### src/rtl/alu_issue_stage.sv
// alu_issue_stage: execute-issue stage directly upstream of an 8-bit
// combinational ALU. Accepts decoded instructions over valid/ready, reads the
// register file, holds operands in an issue register driving the ALU and
// writes the ALU result back on commit. Owns the carry and parity flags.
//
// Optional feature macro: ALU_FWD_EN
//   defined   - the committing result is bypassed into operand select, so a
//               dependent instruction issues back-to-back with no bubble.
//   undefined - no bypass; a RAW hazard against the in-flight instruction
//               holds dec_ready_o low until the producer has written back.
module alu_issue_stage #(
  parameter int A  = 3,
  parameter int DW = 8,
  parameter int RW = 3
) (
  input  logic          clk,
  input  logic          rst_n,
  input  logic          stall_i,
  input  logic          dec_valid_i,
  output logic          dec_ready_o,
  input  logic [A:0]    dec_cmd_i,
  input  logic [RW-1:0] dec_ra_i,
  input  logic [RW-1:0] dec_rb_i,
  input  logic [RW-1:0] dec_rd_i,
  input  logic          dec_we_i,
  input  logic          dec_imm_sel_i,
  input  logic [DW-1:0] dec_imm_i,
  output logic [A:0]    alu_cmd_o,
  output logic [DW-1:0] alu_ina_o,
  output logic [DW-1:0] alu_inb_o,
  output logic          alu_sc_o,
  input  logic [DW-1:0] alu_rslt_i,
  input  logic          alu_sc_i,
  input  logic          alu_pari_i,
  output logic          commit_o,
  output logic          flag_pari_o,
  input  logic [RW-1:0] dbg_addr_i,
  output logic [DW-1:0] dbg_data_o
);

  localparam int NREG = 2 ** RW;

  // Architectural state
  logic [DW-1:0] regs_r [NREG];
  logic          carry_r;
  logic          pari_r;

  // Issue register
  logic          e_valid_r;
  logic          e_we_r;
  logic [RW-1:0] e_rd_r;
  logic [A:0]    cmd_r;
  logic [DW-1:0] ina_r;
  logic [DW-1:0] inb_r;

  // Handshake and bypass controls
  logic          commit_s;
  logic          wr_en_s;
  logic          hazard_s;
  logic          ready_s;
  logic          accept_s;
  logic          hit_a_s;
  logic          hit_b_s;

  // Operand select
  logic [DW-1:0] fwd_a_s;
  logic [DW-1:0] fwd_b_s;
  logic [DW-1:0] opa_s;

  // Commit, hazard/bypass detection and the decoder handshake.
  always_comb begin
    commit_s = e_valid_r && !stall_i;
    wr_en_s  = commit_s && e_we_r;
`ifdef ALU_FWD_EN
    // The committing result is bypassed, so no dependency ever blocks issue.
    hazard_s = 1'b0;
    hit_a_s  = wr_en_s && (e_rd_r == dec_ra_i);
    hit_b_s  = wr_en_s && (e_rd_r == dec_rb_i);
`else
    // Without a bypass, any register read that matches the pending write
    // must wait until that write has landed in the register file.
    hazard_s = e_valid_r && e_we_r &&
               (((e_rd_r == dec_ra_i) && !dec_imm_sel_i) || (e_rd_r == dec_rb_i));
    hit_a_s  = 1'b0;
    hit_b_s  = 1'b0;
`endif
    ready_s  = !stall_i && !hazard_s;
    accept_s = dec_valid_i && ready_s;
  end

  // Operand selection: bypass beats the register file, immediate beats both on A.
  always_comb begin
    if (hit_a_s) begin
      fwd_a_s = alu_rslt_i;
    end else begin
      fwd_a_s = regs_r[dec_ra_i];
    end
    if (hit_b_s) begin
      fwd_b_s = alu_rslt_i;
    end else begin
      fwd_b_s = regs_r[dec_rb_i];
    end
    if (dec_imm_sel_i) begin
      opa_s = dec_imm_i;
    end else begin
      opa_s = fwd_a_s;
    end
  end

  // Register file: cleared on reset, written with the ALU result on commit.
  always_ff @(posedge clk or negedge rst_n) begin
    if (!rst_n) begin
      for (int i = 0; i < NREG; i++) begin
        regs_r[i] <= {DW{1'b0}};
      end
    end else if (wr_en_s) begin
      regs_r[e_rd_r] <= alu_rslt_i;
    end
  end

  // Flags follow every commit, whether or not the result is written back.
  always_ff @(posedge clk or negedge rst_n) begin
    if (!rst_n) begin
      carry_r <= 1'b0;
      pari_r  <= 1'b0;
    end else if (commit_s) begin
      carry_r <= alu_sc_i;
      pari_r  <= alu_pari_i;
    end
  end

  // Issue register: load on accept, NOP the command during bubbles, hold on stall.
  always_ff @(posedge clk or negedge rst_n) begin
    if (!rst_n) begin
      e_valid_r <= 1'b0;
      e_we_r    <= 1'b0;
      e_rd_r    <= {RW{1'b0}};
      cmd_r     <= {(A+1){1'b0}};
      ina_r     <= {DW{1'b0}};
      inb_r     <= {DW{1'b0}};
    end else if (!stall_i) begin
      if (accept_s) begin
        e_valid_r <= 1'b1;
        e_we_r    <= dec_we_i;
        e_rd_r    <= dec_rd_i;
        cmd_r     <= dec_cmd_i;
        ina_r     <= opa_s;
        inb_r     <= fwd_b_s;
      end else begin
        // Operands deliberately hold; only the command is forced to NOP.
        e_valid_r <= 1'b0;
        cmd_r     <= {(A+1){1'b0}};
      end
    end
  end

  assign dec_ready_o = ready_s;
  assign commit_o    = commit_s;
  assign alu_cmd_o   = cmd_r;
  assign alu_ina_o   = ina_r;
  assign alu_inb_o   = inb_r;
  assign alu_sc_o    = carry_r;
  assign flag_pari_o = pari_r;
  assign dbg_data_o  = regs_r[dbg_addr_i];

endmodule

### config.mk
export PLATFORM = sky130hd
export DESIGN_NAME = alu_issue_stage
export DESIGN_NICKNAME = d
export VERILOG_FILES = /design/src/rtl/alu_issue_stage.sv
export SDC_FILE = /design/constraint.sdc
export NUM_CORES = 1
export LEC_CHECK = 0
export BUFFER_PORTS_ARGS = -buffer_cell sky130_fd_sc_hd__buf_2
export CAP_MARGIN = 0
export CORE_MARGIN = 2
export CORE_UTILIZATION = 40
export DETAILED_ROUTE_END_ITERATION = 10
export GPL_TIMING_DRIVEN = 1
export PLACE_DENSITY = 0.64
export SLEW_MARGIN = 10
export SYNTH_ARGS = -nofsm -noshare
export SYNTH_HDL_FRONTEND = slang
export SYNTH_SLANG_ARGS = --single-unit
### constraint.sdc
create_clock -name clk -period 2.5 [get_ports clk]
set_input_delay 0.25 -clock clk [delete_from_list [all_inputs] [get_ports clk]]
set_output_delay 0.25 -clock clk [all_outputs]
set_load 0.01 [all_outputs]
; Yosys cells after proc, flatten, opt, wreduce, memory -nomap -nowiden
; Cells that the tools add are included.
; W data, S select, Z words.
[totals]
wordCells = 56
register_bits = 91
in_bits = 40
[op_classes]
n_reduce_logical = 13
eq_ne = 2
mux = 15
order_cmp = 5
bitwise_logic = 5
[op_table]
columns = op, n
row1 = $bmux W8 S3, 3
row2 = $bwmux W64, 1
row3 = $mux W8, 8
row4 = $demux W8 S3, 1
row5 = $ge A4 B4 Y1 const B, 4
row6 = $not A3 Y4, 4
row7 = $logic_and A1 B1 Y1, 8
row8 = $eq A3 B3 Y1, 2
row9 = $lt A4 B1 Y1 const B, 1
row10 = $mux W4, 1
row11 = $logic_not A1 Y1, 3
row12 = $reduce_and A2 Y1, 1
row13 = $logic_or A1 B1 Y1, 1
row14 = $mux W1, 1
row15 = $not A1 Y1, 1

; Logic depth before layout (Yosys ltp)
; Gate-level depths: netlist of the first run.
[depth]
depth_word = 8
depth_mapped = 6
mapped_depth_nobuf = 4

; Least setup slack after synthesis of the first run
; OpenSTA, ideal clock, no wires.
[synth_timing]
kind = input -> output
from = input dbg_addr_i[0]
to = output dbg_data_o[0]
arrival_ns = 1.585
setup_slack_ns = 0.665
n_path_buf = 2
path_stages = 4
cell_sequence = buf_2 > buf_2 > mux4_2 > mux2_2
[synth_via]
elab_chain_cells = 4
[synth_lines]
columns = element, line
row1 = "start, declared", 37  ; input logic [RW-1:0] dbg_addr_i,
row2 = $not A3 Y4 (not written as such), 164  ; assign dbg_data_o = regs_r[dbg_addr_i];
row3 = $bmux W8 S3, 164
row4 = $mux W8 (not written as such) (2 in a row), 164
row5 = "end, declared", 38  ; output logic [DW-1:0] dbg_data_o
; Every way passes these cells. The select of a mux whose other input is x is not followed.

; Final worst setup path of the first run
[layout_timing]
from = register e_rd_r[2]
to = output dec_ready_o
[layout_via]
elab_chain_cells = 6
word_cells_on_any_way = 7
cone_classes = eq/ne (2) / reduce/logical (5)
[layout_lines]
columns = element, line
row1 = "start, declared", 51  ; logic [RW-1:0] e_rd_r;
row2 = "start signal, assigned", 137  ; e_rd_r <= {RW{1'b0}};
row3 = "start signal, assigned", 145  ; e_rd_r <= dec_rd_i;
row4 = $eq A3 B3 Y1, 83  ; (((e_rd_r == dec_ra_i) && !dec_imm_sel_i) || (e_rd_r == dec_rb_i));
row5 = $logic_and A1 B1 Y1, 83
row6 = $logic_or A1 B1 Y1 (*), 83
row7 = $logic_and A1 B1 Y1 (*), 82  ; hazard_s = e_valid_r && e_we_r &&
row8 = $logic_not A1 Y1 (*), 87  ; ready_s = !stall_i && !hazard_s;
row9 = $logic_and A1 B1 Y1 (*), 87
row10 = "end, declared", 20  ; output logic dec_ready_o,
; Every way passes the cells marked *; elsewhere a longest branch is shown, timed or not.

==> flow_metrics.env, run 1 <==
export IMPL_drc=0
export IMPL_die_x_um=118.1
export IMPL_whs_path_depth=2
export IMPL_root_buffer="clkbuf_16"
export IMPL_die_h_um=118.1
export IMPL_clock_sinks=91
export IMPL_p_leak_nw=2.778
export IMPL_start_kind="flop"
export IMPL_async_reset_ff_share_pct=100.0
export IMPL_fin_nets=433
export IMPL_cts_path_max_buffers=2
export IMPL_power_density_nw_per_um2=954.2
export IMPL_ff2ff_setup_slack_ns=0.62
export IMPL_initial_core_util_pct=41.13
export IMPL_synth_cell_type_count=32
export IMPL_wl_met2_um=5772
export IMPL_syn_inst=321
export IMPL_synth_ff_type="dfrtp_1"
export IMPL_ios=72
export IMPL_relSlewSlack_pct=59.61
export IMPL_path_clk_slew_ns=0.07
export IMPL_worstPathCellList="xor2_2 > nor4_2 > nor3_1 > buf_2"
export IMPL_worstSetupPathType="reg2out"
export IMPL_grt_pass1_wl_um=20060
export IMPL_htreeDepth=3
export IMPL_dp_hpwl_um=8375
export IMPL_critPathTopFamily="simple AND/OR/NAND/NOR gates"
export IMPL_min_period_ns=2.027
export IMPL_fmax_ghz=0.4934
export IMPL_cp_arrival_ns=1.78
export IMPL_end_kind="output port"
export IMPL_wirelength_met1_um=5303
export IMPL_vias=3229
export IMPL_r2r_cells=5
export IMPL_grt_total_usage_pct=18.89
export IMPL_startpoint="e_rd_r[2]$_DFFE_PN0P_"
export IMPL_syn_area_um2=5211
export IMPL_crit_fanout=9
export IMPL_min_path_type="in2reg"
export IMPL_ys_ff_latch=91
export IMPL_dp_slack_ns=0.4987
export IMPL_cts_resized=0
export IMPL_crit_end="dec_ready_o"
export IMPL_cts_buffers=9
export IMPL_max_stage_delay_ns=0.50
export IMPL_rsz0062_at_grt="false"
export IMPL_avgSynthCellArea_um2=16.23
export IMPL_core_area_um2=12670
export IMPL_grt_pass1_vias=3452
export IMPL_antenna_left=0
export IMPL_yosysTopAreaCellShare_pct=43.70
export IMPL_routed_top_layer="met4"
export IMPL_rows=41
export IMPL_outcome="finished clean"
export IMPL_setup_tns_ns=0
export IMPL_r2r_start="e_rd_r[2]$_DFFE_PN0P_"
export IMPL_antenna_found_initial=0
export IMPL_drv_slew=0
export IMPL_clk_latency_ns=0.34
export IMPL_globalplace_congestion=0.8310
export IMPL_grt_overflow_total=0
export IMPL_maxCapViolCount=0
export IMPL_yosys_warnings=0
export IMPL_drtIter0Drc=240
export IMPL_grt_max_degree=57
export IMPL_yosysTopAreaCell="dfrtp_1"
export IMPL_slowest_stage="dfrtp_1"
export IMPL_period_share_pct=81.07
export IMPL_area_growth_pct=16.57
export IMPL_layout_drive_gt1_share_pct=62.56
export IMPL_ys_seq_area_share_pct=43.70
export IMPL_vias_per_cell=5.665
export IMPL_fp_dieArea_um2=13960
export IMPL_synth_edf_count=0
export IMPL_cts_tree="done"
export IMPL_crit_buf_inv=1
export IMPL_peakVddDrop_v=0.0003792
export IMPL_diodes=0
export IMPL_worstMarginPinSlew_ns=0.6059
export IMPL_rr_endpoint="alu_inb_o[5]$_DFFE_PN0P_"
export IMPL_setup_violations=0
export IMPL_io_buffers=71
export IMPL_crit_required_ns=2.25
export IMPL_wl_met3_um=979
export IMPL_synth_area_leaders="dfrtp_1 (44%), mux2_2 (19%), mux4_2 (16%), mux4_1 (5.0%), mux2_4 (4.3%)"
export IMPL_firstDrtPassIters=4
export IMPL_post_cts_buffers=0
export IMPL_avgRoutedWirePerCell_um=21.54
export IMPL_skew_ns=0.008628
export IMPL_syn_num_nets=361
export IMPL_hold_buffers=1
export IMPL_hold_viol=0
export IMPL_drt_total_wl_um=12280
export IMPL_cp_num_cells=4
export IMPL_postLayoutSetupSlackWorst_ns=0.4733
-- sequential cells by signal, indices dropped and copies added, names as in the netlist --
signal / flops
alu_sc_o: 1
alu_inb_o: 8
regs_r: 64
flag_pari_o: 1
e_valid_r: 1
e_we_r: 1
alu_ina_o: 8
alu_cmd_o: 4
e_rd_r: 3
-- synthesized netlist by cell type, types with 3 or more instances --
master and n:
mux2_2 87, o22ai_1 8, dfrtp_1 91, a21oi_1 8
mux4_1 10, a22o_1 4, buf_2 4, nand2_1 3
clkbuf_1 5, inv_1 8, xor2_1 4, mux2_4 15
buf_6 6, nand3b_1 3, nor4_2 3, mux4_2 37
-- power breakdown --
part           leakage [nW]  switching, W  total, W  internal, W
sequential             1.16      0.000508   0.00251      0.00200
combinational          1.45      0.000589   0.00180      0.00121
clock                 0.163      0.000583   0.00149     0.000905
-- routing by layer --
layer | vias up | track usage, %
li1 | 1399 | -
met1 | 1693 | 26.95
met2 | 123 | 28.72
met3 | 14 | 3.571
met4 | 0 | 7.154
met5 | - | 0
-- cell type report --
cell class | instances | area [um^2]
Inverter | 8 | 30.03
Fill cell | 1122 | 6596
Timing Repair Buffer | 85 | 528.0
Clock inverter | 6 | 87.58
Clock buffer | 10 | 239.0
Tap cell | 172 | 215.2
Multi-Input combinational cell | 198 | 2698
Sequential cell | 91 | 2277
-- stage by stage --
step                      util, %  instances  hold WS, ns  instance area [um^2]  total power [W]
final                       47.94        570       0.1301                  6075         0.005796
after global routing        47.94        570       0.1343                  6075         0.006128
after CTS                   47.94        570       0.1207                  6075         0.005834
after detailed placement    45.28        553       0.2491                  5738         0.004334
after global placement      45.28        553       0.2423                  5738         0.004269
after floorplan                 -        321     -0.04559                  5211         0.003765
-- logic make-up after synthesis --
family,after synthesis,synth area share [%]
AND/OR/NAND/NOR,21,3.289
AO/OA/AOI/OAI,21,2.545
buffers and inverters,32,4.538
flip-flops,91,43.70
multiplexers,150,44.63
XOR/XNOR,6,1.296
-- worst min path at each step --
stage	start	to	slack [ns]
2_1_floorplan	rst_n	alu_cmd_o[0]$_DFFE_PN0N_	-0.05
3_3_place_gp	rst_n	regs_r[29]$_DFFE_PN0P_	0.24
3_5_place_dp	rst_n	regs_r[29]$_DFFE_PN0P_	0.25
4_1_cts	dec_cmd_i[1]	alu_cmd_o[1]$_DFFE_PN0N_	0.12
5_1_grt	dec_cmd_i[0]	alu_cmd_o[0]$_DFFE_PN0N_	0.13
6_report	dec_cmd_i[1]	alu_cmd_o[1]$_DFFE_PN0N_	0.13
-- cells in the final DEF, fill, tap and decap left out, types with 4 or more instances in the layout --
master,count
mux2_4,15
buf_4,9
mux2_2,87
a22o_1,4
mux4_2,37
buf_2,70
mux4_1,10
dfrtp_1,91
o22ai_1,8
xor2_1,4
inv_1,8
clkbuf_16,9
buf_12,5
a21oi_1,8
No activity file was read; power rests on OpenSTA's default activity.
==> run 2: changes to the inputs <==
--- a/config.mk
+++ b/config.mk
@@ -11,7 +11,7 @@
 export CORE_UTILIZATION = 40
 export DETAILED_ROUTE_END_ITERATION = 10
 export GPL_TIMING_DRIVEN = 1
-export PLACE_DENSITY = 0.64
+export PLACE_DENSITY = 0.66
 export SLEW_MARGIN = 10
 export SYNTH_ARGS = -nofsm -noshare
 export SYNTH_HDL_FRONTEND = slang
==> constraint.sdc (replaced) <==
create_clock -name clk -period 1.7 [get_ports clk]
set_input_delay 0.17 -clock clk [delete_from_list [all_inputs] [get_ports clk]]
set_output_delay 0.17 -clock clk [all_outputs]
set_load 0.01 [all_outputs]
==> run 2 against run 1 <==
  * The run now ends with setup timing left
  * Clock skew is 0.0027 ns lower
  * Clock power up 36%
  * Count of clock-buffer cells in the layout increased by 3
  * First-iteration DRC count up 6.3%
  * Die area is the same
  * Via count increased by 13%
  * Total power up 66%
  * Final cell count grew 14%
  * Setup slack lost 0.59 ns
  * Global-route usage grew 2.0 points
  * Wire length grew 16%
  * Cell area rose by 16%
  * Critical path type unchanged
  * Largest power group is now combinational cells
==> flow_metrics.env, run 2 (synthesis results as in run 1) <==
export IMPL_grt_total_usage_pct=20.88
export IMPL_max_stage_delay_ns=0.48
export IMPL_fp_dieArea_um2=13960
export IMPL_period_share_pct=106.9
export IMPL_skew_ns=0.005966
export IMPL_ff2ff_setup_slack_ns=-0.09
export IMPL_globalplace_congestion=0.8154
export IMPL_cp_arrival_ns=1.65
export IMPL_rsz0062_at_grt="true"
export IMPL_antenna_left=0
export IMPL_cts_buffers=9
export IMPL_power_density_nw_per_um2=1372
export IMPL_start_kind="flop"
export IMPL_vias=3634
export IMPL_critPathTopFamily="multiplexers"
export IMPL_p_leak_nw=3.312
export IMPL_fin_nets=511
export IMPL_diodes=0
export IMPL_ios=72
export IMPL_crit_buf_inv=1
export IMPL_drt_total_wl_um=14300
export IMPL_cts_tree="done"
export IMPL_antenna_found_initial=0
export IMPL_grt_pass1_wl_um=22140
export IMPL_r2r_start="e_rd_r[2]$_DFFE_PN0P_"
export IMPL_grt_overflow_total=0
export IMPL_layout_drive_gt1_share_pct=70.53
export IMPL_worstSetupPathType="reg2out"
export IMPL_cts_path_max_buffers=2
export IMPL_fillerInstances=1044
export IMPL_rows=41
export IMPL_avgRoutedWirePerCell_um=22.10
export IMPL_min_path_type="in2reg"
export IMPL_path_clk_slew_ns=0.06
export IMPL_crit_fanout=4
export IMPL_outcome="finished with violations"
export IMPL_maxCapViolCount=0
export IMPL_fmax_ghz=0.5503
export IMPL_worstPathCellList="mux4_2 > mux2_4 > buf_6"
export IMPL_final_cell_area_um2=7024
export IMPL_min_from="dec_cmd_i[2]"
export IMPL_dp_hpwl_um=9083
export IMPL_vias_per_cell=5.617
export IMPL_largest_register_ffs=64
export IMPL_clk_latency_ns=0.34
export IMPL_power_w=0.009636
export IMPL_root_buffer="clkbuf_16"
export IMPL_drv_slew=0
export IMPL_min_period_ns=1.817
export IMPL_peakVddDrop_v=0.0005473
export IMPL_startpoint="regs_r[34]$_DFFE_PN0P_"
export IMPL_layout_commonest_cell="dfrtp_1"
export IMPL_dp_slack_ns=-0.08994
export IMPL_die_h_um=118.1
export IMPL_utilization_pct=55.44
export IMPL_worstMarginPinSlew_ns=0.3979
export IMPL_crit_required_ns=1.53
export IMPL_io_buffers=71
export IMPL_mostFrequentLayoutCells="dfrtp_1 (87), buf_4 (71), buf_2 (62)"
export IMPL_setup_violations=48
export IMPL_relSlewSlack_pct=73.48
export IMPL_clock_sinks=91
export IMPL_grt_pass1_vias=3840
export IMPL_htreeDepth=3
export IMPL_drtIter0Drc=255
export IMPL_initial_core_util_pct=41.13
export IMPL_slowest_stage="mux4_2"
export IMPL_die_x_um=118.1
export IMPL_core_area_um2=12670
export IMPL_drc=0
export IMPL_grt_max_degree=41
export IMPL_violations="setup timing"
export IMPL_dpl_cell_area_um2=5998
export IMPL_postLayoutSetupSlackWorst_ns=-0.1172
export IMPL_end_kind="output port"
export IMPL_regMostFlops="regs_r"
export IMPL_firstDrtPassIters=4
export IMPL_area_growth_pct=34.79
export IMPL_hold_viol=0
run 2: report_power, final:
group | switching (W) | internal (W) | total (W)
Sequential | 0.000559 | 0.00294 | 0.00350
Clock | 0.000822 | 0.00121 | 0.00203
Combinational | 0.00138 | 0.00272 | 0.00410
Total | 0.00276 | 0.00687 | 0.00964
run 2: final cells by class:
type / instances / area [um^2] / share of cell area, %
multi-input combinational: 198 / 2925 / 41.65
sequential: 91 / 2282 / 32.49
timing repair buffer: 163 / 1276 / 18.17
clock buffer: 13 / 260.3 / 3.705
tap: 172 / 215.2 / 3.064
clock inverter: 2 / 35.03 / 0.4988
inverter: 8 / 30.03 / 0.4275
run 2: stage by stage:
stage	hold slack (ns)	std cells	setup TNS [ns]
2_1_floorplan	-0.1256	321	-1.890
3_3_place_gp	0.04228	581	-1.143
3_5_place_dp	0.04468	581	-2.305
4_1_cts	0.04222	638	-1.787
5_1_grt	0.04542	647	-5.663
6_report	0.05035	647	-2.755
run 2: metal layers:
| metal | wire length (um) | track usage (%) | vias to the layer above |
|---|---|---|---|
| li1 | - | - | 1555 |
| met1 | 5871 | 27.96 | 1903 |
| met2 | 7210 | 34.72 | 156 |
| met3 | 937 | 2.654 | 20 |
| met4 | 280 | 8.057 | 0 |
| met5 | 0 | 0 | - |
run 2: repair_timing:
| item | CTS | global route |
|---|---|---|
| cloned | 0 | 1 |
| pin swaps | 6 | 11 |
| hold endpoints to repair | 69 | 0 |
| hold buffers | 1 | 0 |
| setup buffers | 43 | 9 |
| gates resized for setup | 34 | 42 |
| setup endpoints to repair | 61 | 68 |
run 2: path summary, 6_finish.rpt:
kind | to | cells past startpoint
min in group asynchronous | regs_r[5]$_DFFE_PN0P_ | 2
max in group asynchronous | e_rd_r[0]$_DFFE_PN0P_ | 3
setup / recovery | dbg_data_o[2] | 3
hold / removal | alu_cmd_o[2]$_DFFE_PN0N_ | 2
setup reg to reg | alu_inb_o[1]$_DFFE_PN0P_ | 6
hold reg to reg | flag_pari_o$_DFFE_PN0P_ | 1
run 2: worst reg2reg max path, stage by stage, from the launching register on:
cell     delay [ns]
dfrtp_2        0.45
xor2_2         0.17
nor4_4         0.35
nor4b_4        0.09
buf_4          0.17
buf_12         0.15
mux2_4         0.30
